### src/rtl/wb_scoreboard_ctrl_pkg.sv
// Shared definitions for the writeback scoreboard.
//   NUM_REGS      : architectural GPR count tracked by the scoreboard
//   reg_code_t    : 4-bit register code, RAX..R15 constants below
//   SPECIAL_DEST  : register used as the implicit second destination
//   sb_state_t    : issue-control state {RUN, DRAIN, HALTED}
//   reg_ref_t     : {valid, code} register reference
//   decodeRef()   : one-hot register mask of a reference (zero when invalid)
package wb_scoreboard_ctrl_pkg;
   localparam int NUM_REGS = 16;
   localparam int REG_W    = 4;

   typedef logic [REG_W-1:0] reg_code_t;

   localparam reg_code_t RAX = 4'd0,  RCX = 4'd1,  RDX = 4'd2,  RBX = 4'd3;
   localparam reg_code_t RSP = 4'd4,  RBP = 4'd5,  RSI = 4'd6,  RDI = 4'd7;
   localparam reg_code_t R8  = 4'd8,  R9  = 4'd9,  R10 = 4'd10, R11 = 4'd11;
   localparam reg_code_t R12 = 4'd12, R13 = 4'd13, R14 = 4'd14, R15 = 4'd15;
   localparam reg_code_t SPECIAL_DEST = RDX;

   typedef enum logic [1:0] {RUN, DRAIN, HALTED} sb_state_t;

   typedef struct packed {
      logic      valid;
      reg_code_t code;
   } reg_ref_t;

   // OR-ing two decoded references counts a register once even when both
   // fields name it.
   function automatic logic [NUM_REGS-1:0] decodeRef(input reg_ref_t r);
      return r.valid ? (NUM_REGS'(1) << r.code) : '0;
   endfunction
endpackage

### src/rtl/wb_scoreboard_ctrl_sb_reg_counter.sv
// Per-register pending-write counter.
//   clk, reset : clock, synchronous active-high reset
//   rsv        : an issued instruction will write this register
//   rel        : a retiring instruction wrote this register
//   busy       : counter != 0
//   full       : counter at 2^CNT_W-1
//   underflow  : release seen with nothing pending (counter held at 0)
module sb_reg_counter #(
   parameter int CNT_W = 2
) (
   input  logic clk,
   input  logic reset,
   input  logic rsv,
   input  logic rel,
   output logic busy,
   output logic full,
   output logic underflow
);
   localparam logic [CNT_W-1:0] CNT_MAX = '1;

   logic [CNT_W-1:0] count;

   assign busy      = (count != '0);
   assign full      = (count == CNT_MAX);
   // A reserve in the same cycle covers the release, so no underflow then.
   assign underflow = rel && !rsv && !busy;

   always_ff @(posedge clk) begin
      if (reset)
         count <= '0;
      else if (rsv && !rel && !full)
         count <= count + 1'b1;
      else if (rel && !rsv && busy)
         count <= count - 1'b1;
   end
endmodule

### src/rtl/wb_scoreboard_ctrl.sv
// Registered issue scoreboard between decode/issue and writeback.
//   clk, reset                       : clock, synchronous active-high reset
//   issue_*                          : issue request (sources, dest, special dest)
//   issue_ready_out                  : grant, accepted on valid && ready
//   wb_*                             : retirement of one instruction + released regs
//   halt_req_in                      : request to stop issuing and drain
//   busy_map_out                     : bit r set while register r has pending writes
//   outstanding_out                  : instructions between issue and writeback
//   halted_out                       : drain finished, sticky until reset
//   error_out                        : sticky protocol error (release/retire underflow)
module wb_scoreboard_ctrl
   import wb_scoreboard_ctrl_pkg::*;
#(
   parameter int CNT_W    = 2,
   parameter int OUTS_MAX = 8,
   parameter int OUTS_W   = 4
) (
   input  logic                clk,
   input  logic                reset,
   input  logic                issue_valid_in,
   output logic                issue_ready_out,
   input  logic [3:0]          issue_src1_in,
   input  logic                issue_src1_valid_in,
   input  logic [3:0]          issue_src2_in,
   input  logic                issue_src2_valid_in,
   input  logic [3:0]          issue_dest_in,
   input  logic                issue_dest_valid_in,
   input  logic [3:0]          issue_dest_special_in,
   input  logic                issue_dest_special_valid_in,
   input  logic                wb_valid_in,
   input  logic [3:0]          wb_dest_in,
   input  logic                wb_dest_valid_in,
   input  logic [3:0]          wb_dest_special_in,
   input  logic                wb_dest_special_valid_in,
   input  logic                halt_req_in,
   output logic [NUM_REGS-1:0] busy_map_out,
   output logic [OUTS_W-1:0]   outstanding_out,
   output logic                halted_out,
   output logic                error_out
);
   logic [NUM_REGS-1:0] busyMap, fullMap, underMap, rsvMap, relMap;
   logic [OUTS_W-1:0]   outstanding;
   sb_state_t           state;
   logic                halted, error;
   logic                srcHazard, destFull, outsFull, accept, outsUnder;

   // Ready looks only at registered state: a writeback this cycle frees its
   // registers for issue starting next cycle.
   always_comb begin
      srcHazard = (issue_src1_valid_in && busyMap[issue_src1_in]) ||
                  (issue_src2_valid_in && busyMap[issue_src2_in]);
      destFull  = (issue_dest_valid_in && fullMap[issue_dest_in]) ||
                  (issue_dest_special_valid_in && fullMap[issue_dest_special_in]);
      outsFull  = (outstanding >= OUTS_W'(OUTS_MAX));
      issue_ready_out = (state == RUN) && !halt_req_in && !reset &&
                        !srcHazard && !outsFull && !destFull;
   end

   assign accept    = issue_valid_in && issue_ready_out;
   assign outsUnder = wb_valid_in && !accept && (outstanding == '0);

   assign rsvMap = accept ?
      (decodeRef(reg_ref_t'{issue_dest_valid_in, issue_dest_in}) |
       decodeRef(reg_ref_t'{issue_dest_special_valid_in, issue_dest_special_in})) : '0;
   assign relMap = wb_valid_in ?
      (decodeRef(reg_ref_t'{wb_dest_valid_in, wb_dest_in}) |
       decodeRef(reg_ref_t'{wb_dest_special_valid_in, wb_dest_special_in})) : '0;

   for (genvar r = 0; r < NUM_REGS; r++) begin : gCnt
      sb_reg_counter #(.CNT_W(CNT_W)) uCnt (
         .clk       (clk),
         .reset     (reset),
         .rsv       (rsvMap[r]),
         .rel       (relMap[r]),
         .busy      (busyMap[r]),
         .full      (fullMap[r]),
         .underflow (underMap[r])
      );
   end

   always_ff @(posedge clk) begin
      if (reset) begin
         state       <= RUN;
         outstanding <= '0;
         halted      <= 1'b0;
         error       <= 1'b0;
      end else begin
         error <= error | (|underMap) | outsUnder;

         if (accept && !wb_valid_in)
            outstanding <= outstanding + 1'b1;
         else if (wb_valid_in && !accept && (outstanding != '0))
            outstanding <= outstanding - 1'b1;

         case (state)
            RUN:    if (halt_req_in) state <= DRAIN;
            DRAIN:  if (outstanding == '0) begin
                       state  <= HALTED;
                       halted <= 1'b1;
                    end
            HALTED: ;
            default: state <= RUN;
         endcase
      end
   end

   assign busy_map_out    = busyMap;
   assign outstanding_out = outstanding;
   assign halted_out      = halted;
   assign error_out       = error;
endmodule
### config.mk
export PLATFORM = sky130hd
export DESIGN_NAME = wb_scoreboard_ctrl
export DESIGN_NICKNAME = d
export VERILOG_FILES = /design/src/rtl/wb_scoreboard_ctrl_pkg.sv /design/src/rtl/wb_scoreboard_ctrl_sb_reg_counter.sv /design/src/rtl/wb_scoreboard_ctrl.sv
export SDC_FILE = /design/constraint.sdc
export NUM_CORES = 1
export LEC_CHECK = 0
export BUFFER_PORTS_ARGS = -buffer_cell sky130_fd_sc_hd__buf_2
export CAP_MARGIN = 20
export CORE_MARGIN = 5
export CORE_UTILIZATION = 50
export DETAILED_ROUTE_END_ITERATION = 12
export PLACE_DENSITY = 0.72
export SYNTH_ARGS = -nofsm -noshare
export SYNTH_HDL_FRONTEND = slang
export SYNTH_HIERARCHICAL = 1
export SYNTH_SLANG_ARGS = --single-unit
### constraint.sdc
create_clock -name clk -period 11.1 [get_ports clk]
set_clock_uncertainty 0.2 [all_clocks]
set_input_delay 0.555 -clock clk [delete_from_list [all_inputs] [get_ports clk]]
set_output_delay 0.555 -clock clk [all_outputs]
set_load 0.02 [all_outputs]
==> metrics.txt, run 1 <==
status completed; Synth top cells by count 57 x nor2_1, 40 x dfxtp_1, 32 x and2_1; initial drt markers 251; compound-cell area share of the yosys netlist 23.60%; die area 0.009186 mm2; Vias 3616; Setup WS pre-CTS 6.668 ns; R2R depth 12; Ys Warns 6; Max Cap Viol 0; worst-path cell chain buf_2, or4_1, a311oi_1, o211ai_1, or4_4, a21oi_1, or2b_2, nor2_1, nor4_1, nand4_1, nor4_1, a21oi_1; type of the worst setup path input port to flop; worst min-delay path category flop to flop; Synth Area in XOR/XNOR 0.7131%; count of endpoints failing setup in the final report 0; mapped cell area 0.003685 mm2; largest net degree at the start of global routing 42; Synth Area per Inst 8.299 um2; top area cells in the synthesized netlist dfxtp_1 22%, mux4_2 8.6%, a221oi_2 6.5%; flop2flop setup slack 7.02 ns; CP Max Fanout 41; cell family with most CP delay simple AND/OR/NAND/NOR gates; vias per std cell between 6 and 7; CTS root buf clkbuf_8; DIE HEIGHT 95.85 um; DRT antenna net count 0; r2r startpoint gCnt[7].uCnt/count[1]; Peak VDD IR approximately 0.0001 V; global-route wire length before repair about 16000 um; Clock power frac a little under a third; FFs w/ async S/R, synth 0%; Max Root-Sink Buffers 2; CP bufs+invs 1; Clock transition at path regs 0.08 ns; global placer's final weighted congestion 0.8948; cts repair resizes 0; clk_lat worst skew 0.29 ns; Net Sw Frac 32.66%; Detailed Routing Iterations Pass 1 5; hold-fix buffers at CTS 0; Hold Crit Depth 2; DP Wirelength slightly above 8000 um; Cells after Synth between 400 and 500; Synth area leader dfxtp_1; FF+latch count, synth 40; CP Capture Type flop; vias in the first global route 3338; Antenna Cells 0; Overflow after GRT 0; Top FF cell, synth dfxtp_1; Sink Count 40; RSZ-0062 raised after global routing false; Peak Freq 0.2397 GHz; main combinational cell family by area after synthesis simple AND/OR/NAND/NOR gates; mux share of post-synthesis cell area 11.14%; Power Dens Cells slightly above 100 mW/mm2; most common cell in the netlist nor2_1; row cnt 31; P_leak 1.618 nW; Worst Max-Slew Pin Slew 0.9378 ns; DRT Wirelength 10080 um; Boundary Pins 58; CTS Buf Count 5; simple-gate share of the synthesized area 39.69%; Avg WL per Cell 16.88 um; IO buf count 57; CORE AREA 0.007214 mm2; layout cells sized above 1 30.72%; power share of the combinational group 29.2%; fin. max-slew vios 0; H-tree depth 2; final worst slack ~6.9 ns; startpoint types input port; Final Hold Viols 0; worst hold endpoint halted_out; Power Internal roughly 290 uW; Fill cells just over 700; post-synthesis adder-cell area fraction roughly 1.2%; period utilization 37.59%; FF-to-FF End error_out; post-CTS setup buffers 0; number of antenna violations at the first check in global routing 0; hold path start halted_out; Area Growth Syn to Fin 12.94%; DR DRC count 0; Synth top area share 21.73%; Die Wd about 96 um; CP Launch Point reset; Seq/Total Area, Yosys between 20% and 30%; Post-Synthesis Net Count 482; slowest CP cell or4_4; P_sw between 100 and 150 uW; crit path time final 4.173 ns; Overall Power 424.3 uW; setup tns final 0 ns; Data required, critical path around 11 ns; CTS tree yes; Critical Path AT 4.11 ns; Synth cell types 43; CP max stage delay 0.69 ns; EDFF count, synth 0; Reg power frac 39.6%; Net count, final ~540; Starting Density 51.08%; relative slew slack 37.48%; Total GRT Usage a little under a quarter
kinds of logic (layout without fill, tap and decap cells):
logic type                 after synthesis  in the layout
buffers and inverters                   14             68
muxes                                   23             23
AOI/OAI and AO/OA                      113            113
DFF                                     40             40
xor gates and xnor gates                 3              3
adders and majority gates                3              3
and+or+nand+nor                        248            248
worst max-delay path by stage:
stage                              end  depth (start not counted)
finish                       error_out                         12
global route                 error_out                         12
CTS                 outstanding_out[3]                         13
detailed placement  outstanding_out[3]                         13
global placement    outstanding_out[3]                         13
floorplan           outstanding_out[3]                         14
stage by stage:
| stage | std cells | utilization (%) | instance area, um2 | hold slack, ns |
|---|---|---|---|---|
| after detailed placement | 589 | 55.93 | 4035 | 0.2368 |
| after CTS | 597 | 57.68 | 4161 | 0.2544 |
| after global placement | 589 | 55.93 | 4035 | 0.2389 |
| after global routing | 597 | 57.68 | 4161 | 0.2667 |
| after floorplan | 444 | - | 3685 | 0.2340 |
| final | 597 | 57.68 | 4161 | 0.2563 |
power groups by stage:
stage / clock network (mW) / logic [mW] / registers, mW
floorplan: 0 / 0.0757 / 0.179
detailed placement: 0 / 0.123 / 0.171
global placement: 0 / 0.120 / 0.171
finish: 0.132 / 0.124 / 0.168
CTS: 0.137 / 0.124 / 0.168
global route: 0.142 / 0.137 / 0.170
layout make-up:
| cell class | instances | area [um2] | share of cell area [%] |
|---|---|---|---|
| inverters | 3 | 11.26 | 0.2706 |
| well taps | 99 | 123.9 | 2.977 |
| clock inverters | 1 | 30.03 | 0.7216 |
| flip-flops and latches | 40 | 800.8 | 19.24 |
| clock buffers | 7 | 96.34 | 2.315 |
| repair buffers | 57 | 285.3 | 6.855 |
| multi-input cells | 390 | 2814 | 67.62 |
tightest hold or removal path: stages, from the launching register on:
cell and delay (ns):
dfxtp_1 0.31, inv_1 0.04, a21oi_1 0.05
placed cells by master, fill, tap and decap left out, drive strengths merged, types with 2 or more instances in the layout:
| cell | synthesis | routed |
|---|---|---|
| o22ai | 16 | 16 |
| and3 | 4 | 4 |
| or3b | 2 | 2 |
| a22oi | 16 | 16 |
| or2b | 16 | 16 |
| inv | 3 | 3 |
| or4 | 2 | 2 |
| nor2b | 5 | 5 |
| a221oi | 16 | 16 |
| nor2 | 57 | 57 |
| mux2i | 5 | 5 |
| dfxtp | 40 | 40 |
| buf | 4 | 57 |
| xor2 | 3 | 3 |
| nor4 | 5 | 5 |
| mux2 | 4 | 4 |
| nand2b | 23 | 23 |
| and3b | 6 | 6 |
| and2b | 16 | 16 |
| nand2 | 21 | 21 |
| nand3b | 22 | 22 |
| o211ai | 2 | 2 |
| clkbuf | 7 | 7 |
| ha | 2 | 2 |
| a22o | 2 | 2 |
| or2 | 19 | 19 |
| nand3 | 12 | 12 |
| o21ai | 32 | 32 |
| nor3b | 3 | 3 |
| and2 | 32 | 32 |
| mux4 | 14 | 14 |
| a21oi | 25 | 25 |
state kept, by name, summed over array words and instances (netlist names):
| name | flops |
|---|---|
| gCnt.uCnt/count | 32 |
| state | 2 |
| outstanding_out | 4 |
| error_out | 1 |
| halted_out | 1 |
metal layers:
layer / routed length, um / global-route usage [%] / part of all wire, % / up-vias
li1: - / - / - / 1749
met1: 4614 / 30.45 / 46 / 1734
met2: 4776 / 38.85 / 47 / 120
met3: 567 / 2.893 / 5.6 / 13
met4: 121 / 5.095 / 1.2 / 0
met5: 0 / 0 / 0 / -
Note: power is estimated with default switching activity, not from simulation.
==> inputs of run 2 (changes only) <==
==> constraint.sdc (replaced) <==
create_clock -name clk -period 4.2 [get_ports clk]
set_clock_uncertainty 0.2 [all_clocks]
set_input_delay 0.21 -clock clk [delete_from_list [all_inputs] [get_ports clk]]
set_output_delay 0.21 -clock clk [all_outputs]
set_load 0.02 [all_outputs]
==> run 2 against run 1 <==
Net effect:
- first-iteration DRC count up 14%
- clock-buffer cell count unchanged
- via count down 0.80%
- non-clock buffer count up 2
- setup slack worse by 6.7 ns
- flip-flop and latch count unchanged
- critical path depth unchanged
- sequential power rose to 2.7 times the previous value
- power rose to 2.7 times the previous value
- critical endpoint unchanged
- clock power rose to 2.7 times the previous value
==> metrics.txt, run 2 (synthesis gave the netlist of run 1 again) <==
status completed; area occupied by multi-input gates 0.002816 mm2 (about the same); Net Sw Frac 32.97% (+0.31 points); flop2flop setup slack 0.19 ns (-6.83 ns); global-route wire length before repair 16010 um (-1.6%); relative slew slack 48.85% (+11 points); Antenna Cells 0 (unchanged); number of antenna violations at the first check in global routing 0 (unchanged); commonest cells after routing, fill and taps aside 57 x buf_2, 56 x nor2_1, 40 x dfxtp_1; worst hold endpoint error_out; Starting Density 51.08% (unchanged); count of endpoints failing setup in the final report 0 (unchanged); Area Growth Syn to Fin 13.48%; Detailed Routing Iterations Pass 1 5 (unchanged); vias in the first global route 3314 (-0.72%); power share of the combinational group 29.5% (+0.3 points); setup tns final 0 ns (unchanged); Sink Count 40 (unchanged); Die Wd 95.85 um (unchanged); Power Internal 756.9 uW (+160%); Vias 3587 (-0.80%); RSZ-0062 raised after global routing false; crit path time final between 4 and 5 ns; vias per std cell 5.988 (-1.1%); P_sw 372.3 uW (+170%); global placer's final weighted congestion 0.9022 (+0.83%); die area 0.009186 mm2 (unchanged); Hold Crit Depth 3 (+1); type of the worst setup path flop to flop; DIE HEIGHT 95.85 um (unchanged); Reg power frac 39.6% (about the same); Clock power frac 31.0% (-0.2 points); P_leak 1.627 nW (+0.55%); post-CTS setup buffers 0 (unchanged); Peak VDD IR 0.0002671 V (+160%); initial drt markers 287 (+14%); Power Dens Cells 270.1 mW/mm2 (+160%); Boundary Pins 58 (unchanged); CP Capture Type flop; Final Hold Viols 0 (unchanged); Final Core Density 57.96% (+0.28 points); DRT Wirelength 10200 um (+1.2%); Fill cells 695 (-4.3%); largest net degree at the start of global routing 41 (-2.4%); period utilization between 90% and 100%; CORE AREA 0.007214 mm2 (unchanged); Overflow after GRT 0 (unchanged); Critical Path AT 3.97 ns (-0.14 ns); R2R depth 12 (unchanged); fin. max-slew vios 0 (unchanged); row cnt 31 (unchanged); Total GRT Usage 22.21% (-0.48 points); Worst Max-Slew Pin Slew 0.7602 ns (-0.1776 ns); CTS root buf clkbuf_8; hold path start wb_valid_in; Max Root-Sink Buffers 2 (unchanged); FF-to-FF End error_out; DRT antenna net count 0 (unchanged); r2r startpoint gCnt[7].uCnt/count[1]; worst min-delay path category input port to flop; CTS Buf Count 5 (unchanged); Peak Freq around 0.25 GHz; Data required, critical path 4.16 ns (-6.88 ns); startpoint types flop; DR DRC count 0 (unchanged); H-tree depth 2 (unchanged); clk_lat worst skew 0.29 ns (about the same); Largest Register gCnt.uCnt/count; Hold Slack 0.1320 ns (-0.1243 ns); Avg WL per Cell 17.02 um (+0.82%); CP Max Fanout 21 (-49%); most common cell after layout, fill and taps aside buf_2; Max Cap Viol 0 (unchanged); sequential cell area 800.8 um2 (unchanged); DP Wirelength 8208 um (+1.7%); CTS tree yes; Clock transition at path regs 0.08 ns (about the same); Largest register FFs 32 (unchanged); IO buf count 57 (unchanged); layout cells sized above 1 31.00% (+0.28 points); Net count, final 537 (+0.37%)
run 2: cell types whose count changed in the layout (fill, tap and decap cells not counted), sizes merged:
| cell | previous run | this run |
|---|---|---|
| buf | 57 | 58 |
| dlygate4sd3 | 0 | 1 |
run 2: how the worst max path moves through the flow:
stage	from	to	slack, ns	cells after the start
2_1_floorplan	gCnt[7].uCnt/count[0]	outstanding_out[3]	0.46	14
3_3_place_gp	gCnt[7].uCnt/count[0]	error_out	0.32	12
3_5_place_dp	gCnt[3].uCnt/count[1]	error_out	0.19	12
4_1_cts	gCnt[3].uCnt/count[1]	error_out	0.19	12
5_1_grt	halt_req_in	error_out	0.0007	13
6_report	gCnt[7].uCnt/count[1]	error_out	0.19	12
run 2: final cells by class:
cell class	count	share of cell area [%]
inverters	3	0.2693
repair buffers	59	7.241
clock inverters	1	0.7181
multi-input cells	390	67.35
well taps	99	2.962
flip-flops and latches	40	19.15
clock buffers	7	2.304
run 2: per-stage QoR:
stage	total power, mW	area [um2]	setup WS (ns)	instances
6_report	1.129	4182	0.1866	599
5_1_grt	1.190	4182	0.0006910	599
4_1_cts	1.139	4179	0.1910	599
3_5_place_dp	0.7841	4043	0.1901	590
3_3_place_gp	0.7738	4043	0.3155	590
2_1_floorplan	0.6720	3685	0.4621	444
run 2: critical path, cell delays in order (launching register included):
cell,delay [ns]
dfxtp_1,0.36
or2_2,0.32
mux4_2,0.47
a22o_1,0.24
nand4bb_1,0.19
or4_4,0.59
nor2_1,0.30
or2b_2,0.20
nor2_1,0.05
nor4_1,0.43
nand4_1,0.21
nor4_1,0.20
a21oi_1,0.09
run 2: what timing repair did:
action / CTS / global route
setup endpoints to repair: 0 / 1
endpoints found under the hold margin: 1 / 0
gates resized for setup: 0 / 1
hold buffers: 1 / 0
run 2: power by group through the flow:
| stage | logic [mW] | clock network (mW) | registers, mW |
|---|---|---|---|
| floorplan | 0.200 | 0 | 0.472 |
| finish | 0.333 | 0.350 | 0.447 |
| global route | 0.362 | 0.376 | 0.452 |
| global placement | 0.321 | 0 | 0.453 |
| CTS | 0.332 | 0.361 | 0.446 |
| detailed placement | 0.330 | 0 | 0.454 |
run 2: per-layer routing:
metal / vias to the layer above / share of wire, % / track usage (%) / routed length (um)
li1: 1750 / - / - / -
met1: 1694 / 45 / 29.61 / 4586
met2: 124 / 46 / 35.78 / 4711
met3: 19 / 6.4 / 4.378 / 653
met4: 0 / 2.4 / 7.701 / 246
met5: - / 0 / 0 / 0
==> inputs of run 3 (changes only) <==
--- a/config.mk
+++ b/config.mk
@@ -10,6 +10,7 @@
 export CORE_MARGIN = 5
 export CORE_UTILIZATION = 50
 export DETAILED_ROUTE_END_ITERATION = 12
+export MAX_ROUTING_LAYER = met4
 export PLACE_DENSITY = 0.72
 export SYNTH_ARGS = -nofsm -noshare
 export SYNTH_HDL_FRONTEND = slang
==> run 3 against run 2 <==
Net effect:
- clock-buffer cell count is the same
- power is the same
- worst hold slack lost 0.0041 ns
- cell area is the same
- cell count is the same
- global-route usage grew 0.66 points
- setup slack lost 0.011 ns
- via count grew 0.31%
- sequential power is essentially flat
- fmax shrank 0.26%
- non-clock buffer count is the same
- critical path type unchanged
==> metrics.txt, run 3 (synthesis gave the netlist of run 1 again) <==
status completed; Detailed Routing Iterations Pass 1 5 (unchanged); clk_lat worst skew 0.29 ns (about the same); layout cells sized above 1 31.00% (unchanged); CP endpoint error_out; die area 0.009186 mm2 (unchanged); startpoint types flop; Largest Register gCnt.uCnt/count; DRT Wirelength 10150 um (-0.48%); CP Max Fanout 21 (unchanged); initial drt markers 305 (+6.3%); Clock transition at path regs 0.08 ns (about the same); flop2flop setup slack 0.18 ns (about the same); global-route wire length before repair 16010 um (about the same); FF-to-FF End error_out; Starting Density 51.08% (unchanged); Largest register FFs 32 (unchanged); Vias 3598 (+0.31%); Final Hold Viols 0 (unchanged); crit path time final 4.024 ns (+0.01059 ns); Power Internal 756.8 uW (about the same); CTS tree yes; Worst Max-Slew Pin Slew 0.7716 ns (+0.01138 ns); relative slew slack 48.09% (-0.77 points); largest net degree at the start of global routing 41 (unchanged); Area after DPL 0.004043 mm2 (unchanged); CP Capture Type flop; sequential cell area 800.8 um2 (unchanged); Antenna Cells 0 (unchanged); vias per std cell 6.007 (+0.31%); Final Core Density 57.96% (unchanged); most common cell after layout, fill and taps aside buf_2; P_leak 1.627 nW (unchanged); Clock power frac 30.9% (about the same); DR DRC count 0 (unchanged); Max Cap Viol 0 (unchanged); type of the worst setup path flop to flop; Die Wd 95.85 um (unchanged); Net Sw Frac 32.98% (about the same); CTS root buf clkbuf_8; fin. max-slew vios 0 (unchanged); Peak Freq 0.2485 GHz (-0.26%); Overflow after GRT 0 (unchanged); Max Root-Sink Buffers 2 (unchanged); final worst slack 0.1760 ns (-0.01059 ns); Avg WL per Cell 16.94 um (-0.48%); RSZ-0062 raised after global routing false; Critical Path AT 3.98 ns (about the same); CTS Buf Count 5 (unchanged); H-tree depth 2 (unchanged); P_sw 372.4 uW (about the same); setup tns final 0 ns (unchanged); Power Dens Cells 270.1 mW/mm2 (unchanged); number of antenna violations at the first check in global routing 0 (unchanged); commonest cells after routing, fill and taps aside 57 x buf_2, 56 x nor2_1, 40 x dfxtp_1; count of endpoints failing setup in the final report 0 (unchanged); period utilization 95.81% (+0.25 points); power share of the combinational group 29.5% (about the same); Sink Count 40 (unchanged); Peak VDD IR 0.0002662 V (-0.32%); worst min-delay path category input port to flop; DRT antenna net count 0 (unchanged); DP Wirelength 8208 um (unchanged); post-CTS setup buffers 0 (unchanged); Hold Crit Depth 3 (unchanged); r2r startpoint gCnt[7].uCnt/count[0]; R2R depth 12 (unchanged); post-route cell area 0.004182 mm2 (unchanged); Fill cells 695 (unchanged); Boundary Pins 58 (unchanged); CORE AREA 0.007214 mm2 (unchanged); Total GRT Usage 22.88% (+0.66 points); Net count, final 537 (unchanged); Overall Power 1.129 mW (unchanged); hold path start wb_valid_in; global placer's final weighted congestion 0.9176 (+1.7%); vias in the first global route 3303 (-0.33%); DIE HEIGHT 95.85 um (unchanged); Area Growth Syn to Fin 13.48% (unchanged); Setup WS pre-CTS 0.1901 ns (unchanged); IO buf count 57 (unchanged); Data required, critical path 4.16 ns (about the same); CP Launch Point gCnt[7].uCnt/count[0]; row cnt 31 (unchanged); area occupied by multi-input gates 0.002816 mm2 (unchanged); Reg power frac 39.6% (about the same)
==> run 3: how the worst min path moves through the flow <==
stage / endpoint / slack [ns]
after detailed placement: halted_out / 0.24
after floorplan: gCnt[0].uCnt/count[0] / 0.08
after CTS: error_out / 0.11
after global routing: error_out / 0.15
final: error_out / 0.13
after global placement: halted_out / 0.23
==> run 3: area by class of cell <==
class                           count  share of cell area [%]
Clock buffer                        7                   2.304
Timing Repair Buffer               59                   7.241
Clock inverter                      1                  0.7181
Multi-Input combinational cell    390                   67.35
Sequential cell                    40                   19.15
Inverter                            3                  0.2693
Tap cell                           99                   2.962
==> run 3: per-stage QoR <==
stage | hold WS [ns] | cells
CTS | 0.1119 | 599
global placement | 0.2325 | 590
global route | 0.1513 | 599
finish | 0.1279 | 599
detailed placement | 0.2405 | 590
floorplan | 0.07625 | 444
==> run 3: layer usage <==
layer / wire, um / track usage, % / vias to the layer above
met1: 4531 / 30.38 / 1684
met2: 4643 / 35.73 / 141
met5: 0 / - / -
met4: 251 / 7.346 / 0
met3: 723 / 3.597 / 22
li1: - / - / 1751
==> run 3: worst max-delay path, cell delays in order, from the launching register on <==
cell       delay (ns)
dfxtp_1          0.35
or2_2            0.34
mux4_2           0.47
a22o_1           0.24
nand4bb_1        0.19
or4_4            0.59
a21oi_1          0.28
or2b_2           0.19
nor2_1           0.05
nor4_1           0.48
nand4_1          0.22
nor4_1           0.20
a21oi_1          0.09
==> run 3: power by group through the flow <==
stage / Clock, mW / Combinational, mW / Sequential, mW
after floorplan: 0 / 0.200 / 0.472
after global placement: 0 / 0.321 / 0.453
after detailed placement: 0 / 0.330 / 0.454
after CTS: 0.361 / 0.332 / 0.446
after global routing: 0.376 / 0.362 / 0.452
final: 0.349 / 0.333 / 0.447
==> run 3: repair_timing <==
action	in CTS	in global routing
endpoints found under the hold margin	1	0
gates resized for setup	0	1
hold buffers	1	0
endpoints found under the setup margin	0	1
